$ cat config.mk
export PLATFORM = sky130hd
export DESIGN_NAME = serial_demux_collector
export DESIGN_NICKNAME = d
export VERILOG_FILES = /design/src/rtl/serial_demux_collector_pkg.sv /design/src/rtl/serial_demux_collector_demux_1xn.sv /design/src/rtl/serial_demux_collector.sv
export SDC_FILE = /design/constraint.sdc
export NUM_CORES = 1
export LEC_CHECK = 0
export CORE_MARGIN = 2
export CORE_UTILIZATION = 50
export CTS_CLUSTER_DIAMETER = 30
export DETAILED_ROUTE_END_ITERATION = 8
export PLACE_DENSITY = 0.81
export SLEW_MARGIN = 20
export SYNTH_ARGS = -nofsm -noshare
export SYNTH_HDL_FRONTEND = slang
export SYNTH_SLANG_ARGS = --single-unit
$ cat constraint.sdc
create_clock -name clk -period 3.3 [get_ports clk]
set_clock_uncertainty 0.1 [all_clocks]
set_input_delay 0.495 -clock clk [delete_from_list [all_inputs] [get_ports clk]]
set_output_delay 0.495 -clock clk [all_outputs]
set_load 0.01 [all_outputs]
$ cat src/rtl/serial_demux_collector_pkg.sv
// Shared constants and FSM encoding for the serial demux collector.
// Holds the default word width, index-width helper and state type.
package serial_demux_collector_pkg;

    localparam int DEFAULT_WIDTH = 8;

    // Index width for a power-of-two word width (never below 1 bit).
    function automatic int idx_w(input int width);
        return (width <= 2) ? 1 : $clog2(width);
    endfunction

    typedef enum logic {
        IDLE    = 1'b0,
        COLLECT = 1'b1
    } state_t;

endpackage

$ cat src/rtl/serial_demux_collector_demux_1xn.sv
// Combinational 1-to-WIDTH demultiplexer producing one-hot enables.
// All outputs are low when en is low.
module demux_1xn
    import serial_demux_collector_pkg::*;
#(
    parameter int WIDTH = DEFAULT_WIDTH,
    parameter int IW    = idx_w(WIDTH)
) (
    input  logic          en,
    input  logic [IW-1:0] sel,
    output logic [WIDTH-1:0] onehot
);

    // Steer the enable onto the selected line only.
    always_comb begin
        onehot = '0;
        if (en) begin
            onehot[sel] = 1'b1;
        end
    end

endmodule

$ cat src/rtl/serial_demux_collector.sv
// Serial-to-parallel collector: one accepted bit per slot, word out on fill.
// MSB_FIRST_EN: when defined, the first bit of a word lands in slot WIDTH-1.
module serial_demux_collector
    import serial_demux_collector_pkg::*;
#(
    parameter int WIDTH = DEFAULT_WIDTH
) (
    input  logic                     clk,
    input  logic                     reset,
    input  logic                     in_valid,
    input  logic                     in_bit,
    input  logic                     clear,
    output logic [WIDTH-1:0]         data_out,
    output logic                     out_valid,
    output logic                     busy,
    output logic [idx_w(WIDTH)-1:0]  idx
);

    localparam int IW = idx_w(WIDTH);
    localparam logic [IW-1:0] LAST = IW'(WIDTH - 1);

    state_t           state;
    state_t           state_nx;
    logic [IW-1:0]    idx_nx;
    logic [WIDTH-1:0] collect;
    logic [WIDTH-1:0] collect_nx;
    logic [WIDTH-1:0] data_nx;
    logic             valid_nx;
    logic [IW-1:0]    slot;
    logic [WIDTH-1:0] wr_en;
    logic             accept;

    // A bit that arrives together with clear is dropped.
    assign accept = in_valid & ~clear;

`ifdef MSB_FIRST_EN
    assign slot = LAST - idx;
`else
    assign slot = idx;
`endif

    demux_1xn #(
        .WIDTH (WIDTH),
        .IW    (IW)
    ) u_demux (
        .en     (accept),
        .sel    (slot),
        .onehot (wr_en)
    );

    assign busy = (state == COLLECT);

    // Next-state, slot merge and completion decisions.
    always_comb begin
        state_nx   = state;
        idx_nx     = idx;
        collect_nx = collect;
        data_nx    = data_out;
        valid_nx   = 1'b0;
        if (clear) begin
            state_nx   = IDLE;
            idx_nx     = '0;
            collect_nx = '0;
        end else if (in_valid) begin
            collect_nx = (collect & ~wr_en) | (wr_en & {WIDTH{in_bit}});
            if (idx == LAST) begin
                data_nx    = collect_nx;
                valid_nx   = 1'b1;
                idx_nx     = '0;
                state_nx   = IDLE;
                collect_nx = '0;
            end else begin
                idx_nx   = idx + IW'(1);
                state_nx = COLLECT;
            end
        end
    end

    // State, counter and word registers with synchronous reset.
    always_ff @(posedge clk) begin
        if (reset) begin
            state     <= IDLE;
            idx       <= '0;
            collect   <= '0;
            data_out  <= '0;
            out_valid <= 1'b0;
        end else begin
            state     <= state_nx;
            idx       <= idx_nx;
            collect   <= collect_nx;
            data_out  <= data_nx;
            out_valid <= valid_nx;
        end
    end

endmodule

==> results of run 1 <==
## area by class of cell
cell class / count / area [um2] / share of cell area [%]
sequential: 21 / 420 / 35.3
multi-input combinational: 85 / 538 / 45.2
timing repair buffer: 17 / 170 / 14.3
tap: 27 / 33.8 / 2.84
clock inverter: 1 / 5.00 / 0.421
clock buffer: 3 / 22.5 / 1.89
## layout by cell type, fill, tap and decap left out, types with 4 or more instances in the layout
cell type	count
a31oi_1	8
nand4_1	4
dfxtp_1	21
o21bai_1	8
nand3_1	4
clkdlybuf4s50_1	17
o21ai_0	5
a21oi_1	8
and3b_1	4
o211ai_1	7
nor2_1	5
o21ai_1	4
nand2_1	10
## report_power, final
group	internal, mW	leakage, nW	switching (mW)
logic	0.0140	0.247	0.0187
registers	0.255	0.169	0.00279
clock network	0.0454	0.0177	0.0778
total	0.314	0.434	0.0992
## layer usage
| layer | global-route usage, % | up-vias | wire [um] |
|---|---|---|---|
| met1 | 22.8 | 409 | 979 |
| met5 | 0 | - | 0 |
| met3 | 4.01 | 5 | 75 |
| li1 | - | 451 | - |
| met4 | 11.4 | 0 | 53 |
| met2 | 30.8 | 23 | 928 |
## registers in the layout, indices dropped and copies added, names as in the netlist
register	flops
out_valid	1
idx	3
collect	8
data_out	8
busy	1
## logic make-up (layout without fill, tap and decap cells)
group / Yosys count / after routing / share of synthesized area [%]
compound gates: 41 / 41 / 26.0
fa+ha+maj: 2 / 2 / 2.50
buf+inv: 8 / 21 / 4.25
flops: 21 / 21 / 42.0
mux: 3 / 3 / 3.00
simple gates: 39 / 39 / 22.3
## how the worst max path moves through the flow
stage	end	from	cells past startpoint	slack [ns]
final	idx[0]	idx[0]	1	1.21
after global routing	idx[0]	idx[0]	1	1.14
after CTS	idx[0]	idx[0]	1	1.22
after detailed placement	data_out[6]	in_valid	4	1.02
after global placement	data_out[4]	in_valid	4	1.08
after floorplan	data_out[3]	idx[1]	7	1.65
## per-stage QoR
step | power [mW] | util, % | area [um2] | cells
floorplan | 0.285 | - | 1000 | 114
global route | 0.432 | 61.9 | 1190 | 154
CTS | 0.418 | 61.9 | 1190 | 154
global placement | 0.295 | 60.5 | 1160 | 150
detailed placement | 0.296 | 60.5 | 1160 | 150
finish | 0.414 | 61.9 | 1190 | 154
==> results.md, run 1 <==
- # fillers: 186
- FF-to-FF End: data_out[7]
- Initial Util: 52.1%
- Fin crit share: 63.3%
- Overflow after GRT: 0
- Crit path buf inv count: 1
- Gpl congestion: 0.826
- Synth cell count leaders: 21 x dfxtp_1, 10 x nand2_1, 8 x a21oi_1, 8 x a31oi_1, 8 x o21bai_1
- Max Slew Vio Count: 0
- Unrepaired setup endpoints after global routing: no
- Seq/Total Area, Yosys: 42.0%
- Status: finished, final reports clean
- DR pass1 iterations: 4
- First DRT Iteration DRCs: 8
- First-pass GRT wire length: 3420 um
- Crit path DAT: 1.50 ns
- Dominant cells by area after synthesis: dfxtp_1 42%, o21bai_1 6.0%, o211ai_1 5.3%
- Synthesized cell area: 1000 um2
- Setup TNS: 0 ns
- Setup violators final: 0
- Max-slew headroom: 65.4%
- Worst Slack Setup Final: 1.21 ns
- DIE AREA: 2380 um2
- Largest fanout on the critical path: 13
- Share of cells above drive strength 1: 6.30%
- Crit. End Element: output port
- Maximum vdd drop: 235 uV
- Clock root buffer: clkbuf_4
- WHS: 0.396 ns
- Area Overhead vs Synth: 18.9%
- Hold path endpoint: collect[1]
- Crit path cell chain: clkdlybuf4s50_1
- Reg2Reg Depth: 5
- Synth area leader: dfxtp_1
- Hold path start: collect[1]
- Fin nets: 135
- Die width: 48.7 um
- Detailed Route WL: 2040 um
- Via count: 888
- Worst hold path type: reg2reg
- Hold Buf Count CTS: 0
- Worst Max-Slew Pin Slew: 0.518 ns
- I/O Buffers: 17
- Top-count cell post-synth: dfxtp_1
- Die Y: 48.7 um
- Final ANT Viol Nets: 0
- Longest Clk Path Bufs: 2
- EDFF count, synth: 0
- Post-synth top area share: 42.0%
- Detailed placement HPWL: 1500 um
- CTS Sinks: 21
- Boundary Pins: 18
- CTS buffer count: 3
- Core box area: 1920 um2
- Synth warn: 0
- Row cnt: 16
- Main synth FF type: dfxtp_1
- Post-Syn Nets: 121
- DRC viols: 0
- Largest net degree at the start of global routing: 17
- Reg clk slew, reported paths: 0.11 ns
- Via density per instance: 5.77
- Post-CTS setup buffers: 0
- Htree depth: 1
- Leak: 0.434 nW
- Worst hold stages: 2
- FFs w/ async S/R, synth: 0%
- Yosys cell types: 28
- Syn_area_per_cell: 8.78 um2
- Largest stage delay on the critical path: 0.62 ns
- Max Clock Freq: 478 MHz
- #FFs+latches synth: 21
- CP max-delay cell: clkdlybuf4s50_1
- Pwr Density: 348 nW/um2
- Critical Path Source Type: register
- Clk_lat worst skew: 0.31 ns
- Max-Cap Viols: 0
- Ant. Diodes: 0
- CP delay by family, top: buffers and inverters
- Reg-to-reg slack, setup: 1.41 ns
- Hold violation count in the final report: 0
- Kind of critical path: reg2out
- Vias in the first global route: 785
- CTS tree: built
- Crit path time final: 2.09 ns
- Initial antenna violation count: 0
- Overall routing resource usage: 18.9%
- Routed WL per cell: 13.2 um
- Post-CTS sizing: 0
- Worst R2R Start: idx[0]
- Pre-CTS WS: 1.02 ns
- Req. time, crit path: 2.70 ns
- Synth Instances: 114
No activity file was read; power rests on OpenSTA's default activity.
==> run 2, diff against run 1 <==
Settings changed: CORE_UTILIZATION 50 to 45, PLACE_DENSITY 0.81 to 0.77.
Clock period 3.3 ns to 1.7 ns, I/O delays scaled along.
==> run 2 against run 1 <==
Compared with the run above:
- die area increased by 10%
- non-clock buffer count increased by 13
- critical path depth unchanged
- global-route usage up 1.2 points
- critical endpoint is now idx[2]
- wire length is 11% higher
- setup slack worse by 1.2 ns
- largest power group unchanged
- final cell count up 9.1%
- hold slack worse by 0.0059 ns
==> results.md, run 2 (synthesis gave the netlist of run 1 again) <==
- Sw frac: 24.8%
- I/O Buffers: 17
- Largest net degree at the start of global routing: 17
- Switch Pwr: 205 uW
- Pwr Density: 635 nW/um2
- Top Registers: collect: 8 flops, data_out: 8 flops, idx: 3 flops
- Status: finished, final reports clean
- Internal power: 622 uW
- CTS tree: built
- Pre-CTS WS: -0.0775 ns
- Gpl congestion: 0.845
- Crit path cell chain: clkdlybuf4s50_1
- Combinational Power Share: 10.2%
- Max Slew Vio Count: 0
- Hold violation count in the final report: 0
- Maximum vdd drop: 472 uV
- Largest stage delay on the critical path: 0.55 ns
- Kind of critical path: reg2out
- Commonest non-fill, non-tap cell in the layout: dfxtp_1
- Commonest cells after routing, fill and taps aside: 20 x dfxtp_1, 15 x clkdlybuf4s50_1, 12 x buf_4
- Final ANT Viol Nets: 0
- CP max-delay cell: clkdlybuf4s50_1
- Clock power frac: 29.9%
- Leak: 0.512 nW
- Worst Max-Slew Pin Slew: 0.388 ns
- Unrepaired setup endpoints after global routing: no
- Crit. End Element: output port
- Largest fanout on the critical path: 11
- WHS: 0.390 ns
- Ant. Diodes: 0
- Crit path DAT: 1.29 ns
- Area after DPL: 1270 um2
- Area Overhead vs Synth: 30.1%
- Core box area: 2150 um2
- Power Total: 827 uW
- Initial antenna violation count: 0
- DRC viols: 0
- Die width: 51.2 um
- CTS buffer count: 3
- Setup violators final: 0
- DIE AREA: 2620 um2
- First DRT Iteration DRCs: 17
- CTS Sinks: 21
- Crit path buf inv count: 1
- Fin nets: 148
- Row cnt: 17
- First-pass GRT wire length: 3880 um
- Post-route cell area: 1300 um2
- Htree depth: 1
- CP delay by family, top: buffers and inverters
- Worst Slack Setup Final: 0.0521 ns
- Detailed placement HPWL: 1630 um
- Via count: 951
- Final Non-Filler Cells: 168
- Fin crit share: 96.9%
- Seq pwr share: 59.9%
- Hold Buf Count CTS: 0
- Overflow after GRT: 0
- Crit path time final: 1.65 ns
- Critical Path Source Type: register
- Vias in the first global route: 880
- Initial Util: 46.6%
- Req. time, crit path: 1.34 ns
- Max Clock Freq: 607 MHz
- Clk_lat worst skew: 0.32 ns
- Reg clk slew, reported paths: 0.12 ns
- Routed WL per cell: 13.5 um
- Longest Clk Path Bufs: 2
- Clock root buffer: clkbuf_4
- Die Y: 51.2 um
- Worst hold path type: reg2reg
- Boundary Pins: 18
- Share of cells above drive strength 1: 15.7%
- Max-Cap Viols: 0
- Via density per instance: 5.66
- Placed cell count: 164
- DR pass1 iterations: 5
- Overall routing resource usage: 20.1%
- Max-slew headroom: 74.1%
- Detailed Route WL: 2260 um
[run 2: layout make-up]
type                    count  area [um2]
repair buffers             30         278
flip-flops and latches     21         424
fillers                   208         846
well taps                  28        35.0
clock inverters             1        5.00
multi-input cells          85         538
clock buffers               3        22.5
[run 2: routing by layer]
metal	global-route usage (%)	routed length, um
met5	0	0
met4	13.5	65
met3	2.63	140
met2	31.2	995
met1	25.9	1060
[run 2: power groups by stage]
stage	Clock (mW)	Sequential (mW)	Combinational, mW
CTS	0.258	0.495	0.0844
finish	0.248	0.495	0.0843
floorplan	0	0.510	0.0440
global placement	0	0.507	0.0829
detailed placement	0	0.508	0.0847
global route	0.278	0.496	0.0920
[run 2: final timing paths]
| path | slack, ns | depth (start not counted) | to | from |
|---|---|---|---|---|
| max | 0.05 | 1 | idx[2] | idx[2] |
| max reg2reg | 0.12 | 5 | collect[2] | idx[0] |
| min | 0.39 | 2 | data_out[1] | collect[1] |
| min reg2reg | 0.39 | 2 | data_out[1] | collect[1] |
[run 2: timing repair]
action | 4_1_cts | 5_1_grt
endpoints found under the setup margin | 3 | 0
setup buffers | 0 | 0
gates resized for setup | 4 | 0
[run 2: metrics by stage]
stage	utilization (%)	TNS, ns
final	60.6	0
after global routing	60.6	0
after CTS	60.6	0
after detailed placement	59.3	-0.960
after global placement	59.3	-0.127
after floorplan	-	0
